[config.mk]
export PLATFORM = sky130hd
export DESIGN_NAME = regfile_16x8_onehot
export DESIGN_NICKNAME = d
export VERILOG_FILES = /design/src/rtl/regfile_16x8_onehot.sv
export SDC_FILE = /design/constraint.sdc
export NUM_CORES = 1
export LEC_CHECK = 0
export BUFFER_PORTS_ARGS = -buffer_cell sky130_fd_sc_hd__buf_2
export CAP_MARGIN = 20
export CORE_MARGIN = 4
export CORE_UTILIZATION = 43
export DETAILED_ROUTE_END_ITERATION = 12
export PLACE_DENSITY_LB_ADDON = 0.05
export SLEW_MARGIN = 20
export SYNTH_ARGS = -nofsm -noshare
export SYNTH_HDL_FRONTEND = slang
export SYNTH_SLANG_ARGS = --single-unit
[constraint.sdc]
create_clock -name Clock -period 5.26 [get_ports Clock]
set_input_delay 0.263 -clock Clock [delete_from_list [all_inputs] [get_ports Clock]]
set_output_delay 0.263 -clock Clock [all_outputs]
set_load 0.05 [all_outputs]
[src/rtl/regfile_16x8_onehot.sv]
// Sixteen-entry register bank written through a one-hot enable.
// Supports clear/load/increment/decrement, has two registered read ports, and drives zero/error status flags.
module regfile_16x8_onehot #(
  parameter int unsigned WIDTH = 8
) (
  input  logic             Clock,
  input  logic             Reset,
  input  logic [15:0]      Enable,
  input  logic [1:0]       FunSel,
  input  logic [WIDTH-1:0] DataIn,
  input  logic [3:0]       OutASel,
  input  logic [3:0]       OutBSel,
  input  logic             ClrErr,
  output logic [WIDTH-1:0] OutA,
  output logic [WIDTH-1:0] OutB,
  output logic             ZeroFlag,
  output logic             ErrFlag
);

  localparam int unsigned NUM_REGS = 16;
  localparam int unsigned SEL_W    = 4;

  localparam logic [1:0] FUN_CLR = 2'b00;
  localparam logic [1:0] FUN_LD  = 2'b01;
  localparam logic [1:0] FUN_INC = 2'b10;
  localparam logic [1:0] FUN_DEC = 2'b11;

  logic [WIDTH-1:0] reg_q [NUM_REGS];
  logic [WIDTH-1:0] reg_d [NUM_REGS];
  logic [WIDTH-1:0] out_a_q, out_a_d;
  logic [WIDTH-1:0] out_b_q, out_b_d;
  logic             zero_q, zero_d;
  logic             err_q, err_d;

  logic             any_en_c;
  logic             multi_en_c;
  logic             write_c;
  logic [SEL_W-1:0] wr_idx_c;
  logic [WIDTH-1:0] cur_val_c;
  logic [WIDTH-1:0] wr_val_c;

  // Classify the enable: a nonzero value with a second bit set is illegal
  always_comb begin
    any_en_c   = |Enable;
    multi_en_c = |(Enable & (Enable - 16'd1));
    write_c    = any_en_c && !multi_en_c;
  end

  // One-hot to binary index; only meaningful when write_c is set
  always_comb begin
    wr_idx_c = '0;
    for (int k = 0; k < NUM_REGS; k++) begin
      if (Enable[k]) begin
        wr_idx_c = wr_idx_c | SEL_W'(k);
      end
    end
  end

  // Register function applied to the selected entry
  always_comb begin
    cur_val_c = reg_q[wr_idx_c];
    wr_val_c  = cur_val_c;
    case (FunSel)
      FUN_CLR: wr_val_c = '0;
      FUN_LD:  wr_val_c = DataIn;
      FUN_INC: wr_val_c = cur_val_c + WIDTH'(1);
      FUN_DEC: wr_val_c = cur_val_c - WIDTH'(1);
      default: wr_val_c = cur_val_c;
    endcase
  end

  // Next state for storage, read ports and flags
  always_comb begin
    for (int k = 0; k < NUM_REGS; k++) begin
      reg_d[k] = reg_q[k];
    end
    out_a_d = reg_q[OutASel];
    out_b_d = reg_q[OutBSel];
    zero_d  = zero_q;
    err_d   = err_q;

    if (write_c) begin
      for (int k = 0; k < NUM_REGS; k++) begin
        if (Enable[k]) begin
          reg_d[k] = wr_val_c;
        end
      end
      zero_d = (wr_val_c == '0);
    end

    // An illegal enable takes priority over a clear request
    if (multi_en_c) begin
      err_d = 1'b1;
    end else if (ClrErr) begin
      err_d = 1'b0;
    end
  end

  always_ff @(posedge Clock or posedge Reset) begin
    if (Reset) begin
      for (int k = 0; k < NUM_REGS; k++) begin
        reg_q[k] <= '0;
      end
      out_a_q <= '0;
      out_b_q <= '0;
      zero_q  <= 1'b0;
      err_q   <= 1'b0;
    end else begin
      for (int k = 0; k < NUM_REGS; k++) begin
        reg_q[k] <= reg_d[k];
      end
      out_a_q <= out_a_d;
      out_b_q <= out_b_d;
      zero_q  <= zero_d;
      err_q   <= err_d;
    end
  end

  assign OutA     = out_a_q;
  assign OutB     = out_b_q;
  assign ZeroFlag = zero_q;
  assign ErrFlag  = err_q;

endmodule

# After elaboration in Yosys (flattened, before gate mapping)
# Index checks and enable logic that the tools add are counted.
[totals]
regBits = 146
input_bits = 37
output_inout_bits = 18
word_cells = 83
[classes]
add_sub_neg = 3
order_cmp = 3
n_eq_ne = 3
muxes = 27
bitwise = 4
reduce_logical = 23
[ops]
columns = ["cell", "n"]
rows = [
  ["$bmux 8 s4", 3],
  ["$mux 8", 6],
  ["$mux 4", 8],
  ["$pmux 8 s4", 1],
  ["$reduce_and 2->1", 16],
  ["$reduce_or 16->1", 2],
  ["$and 16x16->16", 1],
  ["$sub 16x1->16 const B", 1],
  ["$ge 5x5->1 const B", 3],
  ["$not 4->5", 3],
  ["$mux 3", 4],
  ["$add 8x1->8 const B", 1],
  ["$logic_not 8->1", 1],
  ["$sub 8x1->8 const B", 1],
  ["$eq 2x2->1 const B", 2],
  ["$mux 2", 2],
  ["$mux 1", 3],
  ["$eq 2x1->1 const B", 1],
  ["$logic_not 2->1", 1],
  ["$reduce_bool 2->1", 1],
  ["$logic_and 1x1->1", 1],
  ["$logic_not 1->1", 1],
]

# Depth between registers and ports, before layout
# Gate-level depths: netlist (run 1).
[logic_depth]
depth_word = 22
ltp_mapped = 20
depth_no_buf = 17

# Least setup slack after synthesis (run 1)
# No wires, ideal clock.
[synth_timing]
kind = "in2reg"
start = "input port Enable[15]"
end = "register zero_q (netlist: ZeroFlag)"
setup_time_ns = 0.092
arrival_time_ns = 4.201
required_time_ns = 5.168
path_slack_ns = 0.967
path_stages = 20
path_buffers = 4
path_cell_list = "clkbuf_1 > nor4_4 > and2_1 > buf_2 > buf_1 > clkbuf_1 > nand2_1 > a311oi_1 > nor3_1 > a31oi_1 > ha_1 > a21o_1 > a21oi_1 > o21bai_1 > a21oi_1 > xnor2_1 > a22oi_1 > nand4_1 > or4_1 > o31ai_2"
[synth_via]
elab_chain_len = 8
elab_cells_between_ends = 15
cone_classes = "3 x add/sub; 5 x mux; 2 x bitwise; 5 x reduce/logical"
[synth_rtl]
columns = ["item", "line_no", "rtl"]
rows = [
  ["from (decl)", "8", "input logic [15:0] Enable,"],
  ["$mux 4", "53", "if (Enable[k]) begin"],
  ["$not 4->5 (implied by the code)", "61", "cur_val_c = reg_q[wr_idx_c];"],
  ["$bmux 8 s4", "61", ""],
  ["$mux 8 (implied by the code) (2 in a row)", "61", ""],
  ["$sub 8x1->8 / $add 8x1->8 (equally long branches)", "67, 66", ""],
  ["$pmux 8 s4", "63", "case (FunSel)"],
  ["$logic_not 8->1", "88", "zero_d = (wr_val_c == '0);"],
  ["to (signal assigned)", "114", "zero_q <= zero_d;"],
  ["to (decl)", "32", "logic zero_q, zero_d;"],
]
# Several ways; a longest one is shown, not always the timed one. The select of a mux whose other input is x is not followed.
# A chain may end at the register's enable or synchronous reset.

# Final worst setup path (run 1)
[layout_timing]
start = "input port Enable[14]"
end = "register reg_q[13] (netlist bit)"
[layout_via]
elab_chain_len = 8
elab_cells_between_ends = 16
cone_classes = "3 x add/sub; 6 x mux; 2 x bitwise; 5 x reduce/logical"
[layout_rtl]
columns = ["item", "line_no", "rtl"]
rows = [
  ["$mux 4 (2 in a row)", "53", ""],
  ["$not 4->5 (implied by the code)", "61", ""],
  ["$bmux 8 s4", "61", ""],
  ["$mux 8 (implied by the code) (2 in a row)", "61", ""],
  ["$sub 8x1->8 / $add 8x1->8 (equally long branches)", "67, 66", ""],
  ["$pmux 8 s4", "63", ""],
  ["to (signal, indexed assignment)", "110", "reg_q[k] <= reg_d[k];"],
  ["to (decl)", "28", "logic [WIDTH-1:0] reg_q [NUM_REGS];"],
]
# Several ways; a longest one is shown, not always the timed one. The select of a mux whose other input is x is not followed.

==> results of run 1 <==
registers in the layout, indices dropped and copies added (netlist names):
register / flops
ErrFlag: 1
OutA: 8
OutB: 8
ZeroFlag: 1
reg_q: 128
how the worst min path moves through the flow:
stage | cells past startpoint | from | to
floorplan | 1 | ClrErr | ErrFlag$_DFFE_PP0P_
finish | 2 | Reset | OutA[6]$_DFF_PP0_
global route | 2 | ClrErr | ErrFlag$_DFFE_PP0P_
detailed placement | 2 | ClrErr | ErrFlag$_DFFE_PP0P_
CTS | 2 | ClrErr | ErrFlag$_DFFE_PP0P_
global placement | 2 | ClrErr | ErrFlag$_DFFE_PP0P_
metal layers:
| layer | share of wire, % | up-vias | wire length, um |
|---|---|---|---|
| met5 | 0 | - | 0 |
| met4 | 2.6 | 0 | 759 |
| met3 | 6.7 | 51 | 1960 |
| met2 | 47 | 313 | 13700 |
| met1 | 43 | 3613 | 12600 |
| li1 | - | 3189 | - |
logic make-up (layout without fill, tap and decap cells):
family,Yosys count,after routing,synth area share [%]
fa+ha+maj,10,10,1.41
simple gates,331,331,16.8
flops,146,146,41.0
mux,131,131,26.7
xor+xnor,3,3,0.295
compound gates,144,144,10.3
buf+inv,78,116,3.43
report_power, final:
part           switching [mW]  leakage (nW)  internal [mW]
combinational           0.120          1.93         0.0531
sequential           0.000234          2.04           1.12
clock                   0.475         0.287          0.778
metrics by stage:
stage | utilization [%] | instances | area (um2) | total power [mW] | hold WS [ps]
2_1_floorplan | - | 843 | 8900 | 1.25 | 371
3_3_place_gp | 46.5 | 1120 | 9430 | 1.31 | 462
3_5_place_dp | 46.5 | 1121 | 9440 | 1.32 | 481
4_1_cts | 49.5 | 1151 | 10000 | 2.57 | 41.1
5_1_grt | 49.5 | 1151 | 10000 | 2.63 | 55.9
6_report | 49.5 | 1151 | 10000 | 2.55 | 22.6
layout by cell type, fill, tap and decap left out, drive strengths merged, types with 4 or more instances in the layout:
| cell | n |
|---|---|
| nand2 | 209 |
| dfrtp | 146 |
| o21ai | 84 |
| mux4 | 80 |
| buf | 79 |
| mux2 | 49 |
| nand3 | 47 |
| and3 | 21 |
| clkbuf | 21 |
| a311oi | 16 |
| nor2 | 15 |
| nor4 | 10 |
| nor3 | 8 |
| a211oi | 8 |
| a31oi | 7 |
| inv | 7 |
| or3 | 7 |
| a22oi | 6 |
| ha | 6 |
| and2 | 4 |
worst max-delay path, delay by kind of cell:
family                   cells  cell delay, ps
buffers and inverters        1             140
AO/OA/AOI/OAI                2             680
multiplexers                 1             540
adder cells (fa/ha/maj)      1             320
AND/OR/NAND/NOR             11            3030
area by class of cell:
class | instances | area [um2] | area share (%)
sequential | 146 | 3650 | 36.4
clock buffer | 21 | 470 | 4.68
timing repair buffer | 79 | 468 | 4.66
multi-input combinational | 619 | 4950 | 49.3
inverter | 7 | 31.3 | 0.311
tap | 270 | 338 | 3.36
clock inverter | 9 | 131 | 1.31
==> results.toml, run 1 <==
[cts]
hold_buffers = 0
cts.sinks = 146
clockBufferDepth = 2
cts_setup_buffers = 0
clockRootBuffer = "clkbuf_16"
tritoncts = "yes"
h-tree-depth = 4
post_cts_resized = 0
clk_latency_ps = 420
clkTransAtPathRegs_ps = 60
cts_made_buffers = 17

[power_and_ir_drop]
power.density_mw_per_mm2 = 254
ir_drop_v = 0.000191
p_leak_nw = 4.26

[setup_path]
reg2reg_depth = 13
cp.arrival_ps = 4990
cp-start-kind = "input pin"
end_kind = "flip-flop"
crit_required_ps = 5560
cp_max_fo = 24
slowest_delay_ps = 630
r2r_slack_ps = 1460
crit_start = "Enable[14]"
cp_slowest_cell = "nor4_4"
r2r_start = "reg_q[65]$_DFFE_PP0P_"
crit_type = "in2reg"
r2r_end = "reg_q[13]$_DFFE_PP0P_"
path_cells = "buf_2 > nor4_4 > and2_2 > nand2_1 > and3_1 > a311oi_1 > nor3_1 > a31oi_1 > ha_1 > nand2_1 > nor2_1 > and3_1 > nor4_1 > nand3b_1 > nand3_1 > mux2_2"
cp-endpoint = "reg_q[13]$_DFFE_PP0P_"

[synth]
netlist_area_mm2 = 0.00890
synth.avg_cell_area_um2 = 10.6
synthesis.nets = 887
ys_top_cells_by_area = "dfrtp_1, mux4_2, nand2_1"
synth-edff-count = 0
synth.most_common_cell = "nand2_1"
synth_cell_type_count = 55
synth_flop_cell = "dfrtp_1"
netlist_instances = 843
yosys.area.top_type_share_pct = 41.0
synth_top_area_cell = "dfrtp_1"
ys_seq_elements = 146
yosysSeqAreaShare_pct = 41.0
netlist_top_cells_count = "nand2_1, dfrtp_1, o21ai_0"
yosys_warnings = 0
synthArstFlopShare_pct = 100

[flow_run]
drv_cap = 0

[timing]
fmax_ghz = 0.213
finalWorstPathRequiredPeriod_ps = 4690
finalCritPeriodShare_pct = 89.2
finClkSkew_ps = 7.45
fin_ws_ps = 567
slew_headroom_pct = 31.3
setup_tns_ps = 0
slew_viol_final = 0
tightest_slew_ps = 1030
finalHoldViolCount = 0
rsz0062_at_grt = "no"
finalSetupViolations = 0

[floorplanning]
core_mm2 = 0.0203
rows = 52
start_util_pct = 43.9
die_w_um = 152
die_h_um = 152
ioPinCount = 55
dieArea_mm2 = 0.0231

[place]
portBuffers = 54
pre_cts_slack_ps = 264
dpl.hpwl_um = 19200
place_congestion = 0.949

[global_routing]
grt_max_degree = 94
grt_pass1_wl_um = 45000
grt_pass1_vias = 7147
use_met3_pct = 4.47
grt_use_met2_pct = 40.6
busiest_layer = "met2"
grt.total_usage_pct = 25.4
use_met1_pct = 35.8
antenna_found_initial = 0
grt_overflow = 0

[routing]
drt-initial-drc-count = 703
drt_first_pass_iters = 6
drc = 0
avgRoutedWirePerCell_um = 25.2
drt_wl_total_um = 29000
via_count = 7166
ant_nets = 0
vias_per_cell = 6.23

[layout]
area_growth_pct = 12.8
layout.nets = 914
drive_above_1_share_pct = 28.6
fillers = 1844
antennaDiodeCount = 0

[hold_path]
hp-class = "in2async"

[status]
outcome = "finished, final reports clean"
Power figures use the tool's default switching activity.
==> run 2: changes to the inputs <==
Settings changed: CTS_BUF_LIST set to sky130_fd_sc_hd__clkbuf_2 sky130_fd_sc_hd__clkbuf_4 sky130_fd_sc_hd__clkbuf_8.
==> run 2 against run 1 <==
  * The flow now finishes with violations (negative hold slack)
  * Largest power group is now registers
  * Combinational power about the same
  * Core utilization down 0.88 points
  * Register-to-register slack better by 20 ps
  * Fmax up 1.3%
  * Power down 12%
  * Setup slack better by 59 ps
  * Worst hold slack worse by 34 ps
  * Clock skew up 4.4 ps
==> results.toml, run 2 (synthesis gave the netlist of run 1 again) <==
[power_and_ir_drop]
ir_drop_v = 0.000141
p_leak_nw = 4.18
finalPower_mw = 2.24
power.density_mw_per_mm2 = 227

[layout]
fillers = 1863
final_common_cell = "nand2_1"
area_growth_pct = 10.8
layout_common_cells = "nand2_1, dfrtp_1, o21ai_0"
final_util_pct = 48.6
drive_above_1_share_pct = 28.7
seq_area_mm2 = 0.00365
multiInputGateArea_mm2 = 0.00495
top_register = "reg_q"
layout.nets = 915
final_area_mm2 = 0.00987
antennaDiodeCount = 0
largest_reg_flops = 128

[cts]
post_cts_resized = 0
hold_buffers = 1
clockBufferDepth = 2
clk_latency_ps = 450
cts.sinks = 146
tritoncts = "yes"
cts_setup_buffers = 0
clkTransAtPathRegs_ps = 80
h-tree-depth = 4
clockRootBuffer = "clkbuf_8"
cts_made_buffers = 17

[global_routing]
grt_pass1_vias = 7168
grt_overflow = 0
grt.total_usage_pct = 25.4
grt_max_degree = 94
antenna_found_initial = 0
grt_pass1_wl_um = 45000

[place]
dpl.hpwl_um = 19200
portBuffers = 54
place_congestion = 0.949
dpl_cell_area_mm2 = 0.00944

[status]
outcome = "complete, but fails checks"
violations = "negative hold slack"

[floorplanning]
core_mm2 = 0.0203
rows = 52
die_h_um = 152
dieArea_mm2 = 0.0231
die_w_um = 152
ioPinCount = 55
start_util_pct = 43.9

[setup_path]
crit_type = "in2reg"
end_kind = "flip-flop"
crit_required_ps = 5600
cp-start-kind = "input pin"
cp_max_fo = 24
cp.arrival_ps = 4970

[hold_path]
hp-class = "in2async"

[timing]
fmax_ghz = 0.216
hold_ws_ps = -11.8
slew_viol_final = 0
finClkSkew_ps = 11.9
setup_tns_ps = 0
finalHoldViolCount = 11
finalCritPeriodShare_pct = 88.1
finalSetupViolations = 0
tightest_slew_ps = 1050
rsz0062_at_grt = "no"
finalWorstPathRequiredPeriod_ps = 4630
slew_headroom_pct = 29.8

[routing]
drt_first_pass_iters = 8
avgRoutedWirePerCell_um = 25.3
drt_wl_total_um = 29100
drt-initial-drc-count = 672
drc = 0
ant_nets = 0
via_count = 7198
vias_per_cell = 6.25

[flow_run]
drv_cap = 0
[run 2: cell types whose count changed in the layout (fill, tap and decap cells not counted)]
cell / before / now
clkbuf_1: 1 / 0
clkbuf_16: 17 / 0
clkbuf_4: 0 / 1
clkbuf_8: 3 / 20
dlygate4sd3_1: 0 / 1
[run 2: final cells by class]
cell class,count,share of cell area (%)
well taps,270,3.42
flip-flops and latches,146,37.0
repair buffers,80,4.84
clock buffers,21,2.87
clock inverters,9,1.33
multi-input cells,619,50.2
inverters,7,0.317
[run 2: worst paths after layout]
check | start | to | slack [ps] | cells after the start
worst max-delay path | Enable[14] | reg_q[13]$_DFFE_PP0P_ | 630 | 16
worst min-delay path | Reset | OutA[6]$_DFF_PP0_ | -10 | 2
worst max register to register | reg_q[24]$_DFFE_PP0P_ | ZeroFlag$_DFFE_PP0P_ | 1480 | 15
worst min register to register | ZeroFlag$_DFFE_PP0P_ | ZeroFlag$_DFFE_PP0P_ | 500 | 2
max in group asynchronous | Reset | reg_q[33]$_DFFE_PP0P_ | 3990 | 3
min in group Clock | DataIn[0] | reg_q[88]$_DFFE_PP0P_ | 270 | 3
[run 2: layer usage]
metal / global-route usage [%] / share of wire, %
met1: 35.9 / 43
met2: 40.0 / 47
met3: 4.55 / 6.9
met4: 8.43 / 2.9
met5: 0 / 0
[run 2: per-stage QoR]
| stage | instances | setup WS (ps) | hold slack, ps |
|---|---|---|---|
| CTS | 1152 | 740 | 30.9 |
| global route | 1152 | 362 | 51.3 |
| global placement | 1120 | 400 | 462 |
| floorplan | 843 | 967 | 371 |
| finish | 1152 | 626 | -11.8 |
| detailed placement | 1121 | 264 | 481 |
[run 2: critical path, cell delays in order]
cell	delay, ps
buf_2	140
nor4_4	640
and2_2	610
nand2_1	120
and3_1	180
a311oi_1	250
nor3_1	70
a31oi_1	410
ha_1	320
nand2_1	100
nor2_1	50
and3_1	210
nor4_1	330
nand3b_1	170
nand3_1	550
mux2_2	530
[run 2: power by group]
group | switching [mW] | internal [mW] | leakage [nW]
Clock | 0.439 | 0.506 | 0.203
Combinational | 0.120 | 0.0536 | 1.94
Sequential | 0.000235 | 1.12 | 2.04
==> run 3: changes to the inputs <==
Settings changed: ABC_AREA set to 1, CTS_CLUSTER_DIAMETER set to 120.
==> run 3 against run 2 <==
  * The run still ends with negative hold slack left
  * Sequential power is essentially flat
  * Die area increased by 5.2%
  * Critical path depth rose by 5
  * Worst hold slack lost 14 ps
  * Register-to-register slack better by 450 ps
  * Synthesized area increased by 5.5%
  * Core utilization shrank 0.70 points
  * Wire length grew 16%
  * Synthesized cell count rose by 62%
  * Combinational power increased by 110%
  * Fmax increased by 30%
  * Setup slack better by 1100 ps
==> results.toml, run 3 <==
[power_and_ir_drop]
power.density_mw_per_mm2 = 239
clkPwrFrac_pct = 38.0
power_switching_uw = 752
intPower_mw = 1.67
swShare_pct = 31.0
seqPwrFrac_pct = 46.9
p_leak_nw = 4.72
combPwrFrac_pct = 15.1
ir_drop_v = 0.000149

[timing]
rsz0062_at_grt = "no"
fmax_ghz = 0.280
hold_ws_ps = -25.7
finalCritPeriodShare_pct = 68.0
slew_viol_final = 0
finClkSkew_ps = 24.9
tightest_slew_ps = 972
finalWorstPathRequiredPeriod_ps = 3570
setup_tns_ps = 0
finalHoldViolCount = 11
finalSetupViolations = 0
slew_headroom_pct = 35.1

[cts]
clockBufferDepth = 2
clkTransAtPathRegs_ps = 80
post_cts_resized = 0
h-tree-depth = 4
clk_latency_ps = 460
cts_made_buffers = 17
tritoncts = "yes"
cts.sinks = 146
clockRootBuffer = "clkbuf_8"
cts_setup_buffers = 0

[floorplanning]
start_util_pct = 44.3
ioPinCount = 55
die_h_um = 156
rows = 53
core_mm2 = 0.0212
dieArea_mm2 = 0.0243
die_w_um = 156

[layout]
layout.nets = 1410
antennaDiodeCount = 0
final_common_cell = "nand2_1"
drive_above_1_share_pct = 10.2
area_growth_pct = 8.25
multiInputGateArea_mm2 = 0.00486
fillers = 2203
layout_common_cells = "nand2_1, o21ai_0, a21oi_1"
top_register = "reg_q"
final_area_mm2 = 0.0102
largest_reg_flops = 128
seq_area_mm2 = 0.00365

[status]
violations = "negative hold slack"
outcome = "complete, but fails checks"

[setup_path]
cp.arrival_ps = 3960
cp_max_fo = 61
crit_required_ps = 5650
crit_type = "in2reg"
reg2reg_depth = 17
end_kind = "flip-flop"
cp-start-kind = "input pin"

[global_routing]
grt_use_met2_pct = 44.5
antenna_found_initial = 0
grt_pass1_wl_um = 52700
grt_pass1_vias = 8740
use_met3_pct = 3.91
grt_overflow = 0
grt.total_usage_pct = 28.3
busiest_layer = "met2"
grt_max_degree = 93
use_met1_pct = 40.7

[flow_run]
drv_cap = 0

[place]
dpl.hpwl_um = 22400
portBuffers = 54
place_congestion = 0.915
dpl_cell_area_mm2 = 0.00977

[synth]
synthSimpleGateAreaFrac_pct = 22.4
muxShareOfSynthArea_pct = 0
synth.avg_cell_area_um2 = 6.89
synth_compound_area_share_pct = 28.3
ys_top_cells_by_area = "dfrtp_1, o21ai_0, nand2_1"
synth_top_area_cell = "dfrtp_1"
ys_seq_elements = 146
yosys.area.top_type_share_pct = 38.9
synth-edff-count = 0
synth.most_common_cell = "nand2_1"
synth_cell_type_count = 38
synthAdderAreaFrac_pct = 1.01
synthArstFlopShare_pct = 100
synth_top_family_by_area = "compound AO/OA/AOI/OAI gates"
netlist_top_cells_count = "nand2_1, o21ai_0, a21oi_1"
synthesis.nets = 1407
synth_flop_cell = "dfrtp_1"
yosys_warnings = 0
netlist_instances = 1363
netlist_area_mm2 = 0.00939
yosysSeqAreaShare_pct = 38.9
synth-xor-area-share_pct = 0

[routing]
drt_first_pass_iters = 6
drt-initial-drc-count = 997
via_count = 9549
vias_per_cell = 5.78
ant_nets = 0
drc = 0
avgRoutedWirePerCell_um = 20.4
drt_wl_total_um = 33800

[hold_path]
hp-class = "in2async"
## run 3: cell count changes after synthesis, sizes merged, moves of 21 or more
cell | before | now
inv | 7 | 133
nand2 | 209 | 344
and3 | 21 | 0
a21oi | 3 | 168
o21ai | 84 | 278
nor2 | 15 | 47
mux2 | 49 | 0
mux4 | 80 | 0
nand3 | 47 | 91
## run 3: cells by family (layout without fill, tap and decap cells)
| kind of cell | count (synthesis) | count (layout) |
|---|---|---|
| buf+inv | 221 | 236 |
| compound gates | 497 | 497 |
| fa+ha+maj | 7 | 7 |
| flops | 146 | 146 |
| simple gates | 492 | 492 |
## run 3: layer usage
| metal | vias up | wire length, um |
|---|---|---|
| li1 | 4595 | - |
| met1 | 4502 | 14900 |
| met2 | 402 | 15500 |
| met3 | 50 | 2560 |
| met4 | 0 | 847 |
| met5 | - | 0 |
## run 3: power by group through the flow
stage	logic (mW)	registers [mW]	clock network [mW]
after detailed placement	0.364	1.16	0
after CTS	0.365	1.14	0.926
after global routing	0.401	1.14	0.979
after floorplan	0.200	1.21	0
after global placement	0.364	1.16	0
final	0.366	1.14	0.923
## run 3: through the flow
| step | worst slack [ps] | util (%) | hold WS [ps] | total power, mW | cells |
|---|---|---|---|---|---|
| floorplan | 1070 | - | 371 | 1.41 | 1363 |
| global placement | 1350 | 46.0 | 462 | 1.52 | 1621 |
| detailed placement | 1290 | 46.0 | 472 | 1.52 | 1621 |
| CTS | 1750 | 47.9 | 16.2 | 2.43 | 1653 |
| global route | 1460 | 47.9 | 38.9 | 2.52 | 1653 |
| finish | 1690 | 47.9 | -25.7 | 2.43 | 1653 |
## run 3: path summary, 6_finish.rpt
path	start	to	slack, ps
hold / removal	Reset	OutA[1]$_DFF_PP0_	-30
setup / recovery	Enable[5]	ZeroFlag$_DFFE_PP0P_	1690
setup reg to reg	reg_q[48]$_DFFE_PP0P_	ZeroFlag$_DFFE_PP0P_	1930
min in group Clock	Enable[3]	reg_q[103]$_DFFE_PP0P_	210
hold reg to reg	reg_q[81]$_DFFE_PP0P_	reg_q[81]$_DFFE_PP0P_	490
max in group asynchronous	Reset	reg_q[39]$_DFFE_PP0P_	4060
## run 3: critical path: stages
cell and delay [ps]:
buf_2 120, nor2_1 110, nand2_1 190, nor2_8 360
buf_12 280, nand2_1 80, nand3_1 90, nand3_1 80
nand3_1 120, nand2_2 160, fa_1 520, or2_2 340
a32oi_2 250, inv_2 140, nor3_1 270, nand4_1 120
nor2_1 130, nand3_1 90, nor2_1 100, nand2_1 80
nand2_1 50
## run 3: final cells by class
class | count | share of cell area [%]
Timing Repair Buffer | 70 | 4.04
Clock inverter | 9 | 1.07
Inverter | 135 | 5.06
Multi-Input combinational cell | 996 | 47.8
Clock buffer | 22 | 2.73
Tap cell | 275 | 3.39
Sequential cell | 146 | 35.9
## run 3: timing repair
item	4_1_cts	5_1_grt
endpoints found under the setup margin	0	0
hold buffers	1	0
endpoints found under the hold margin	1	0
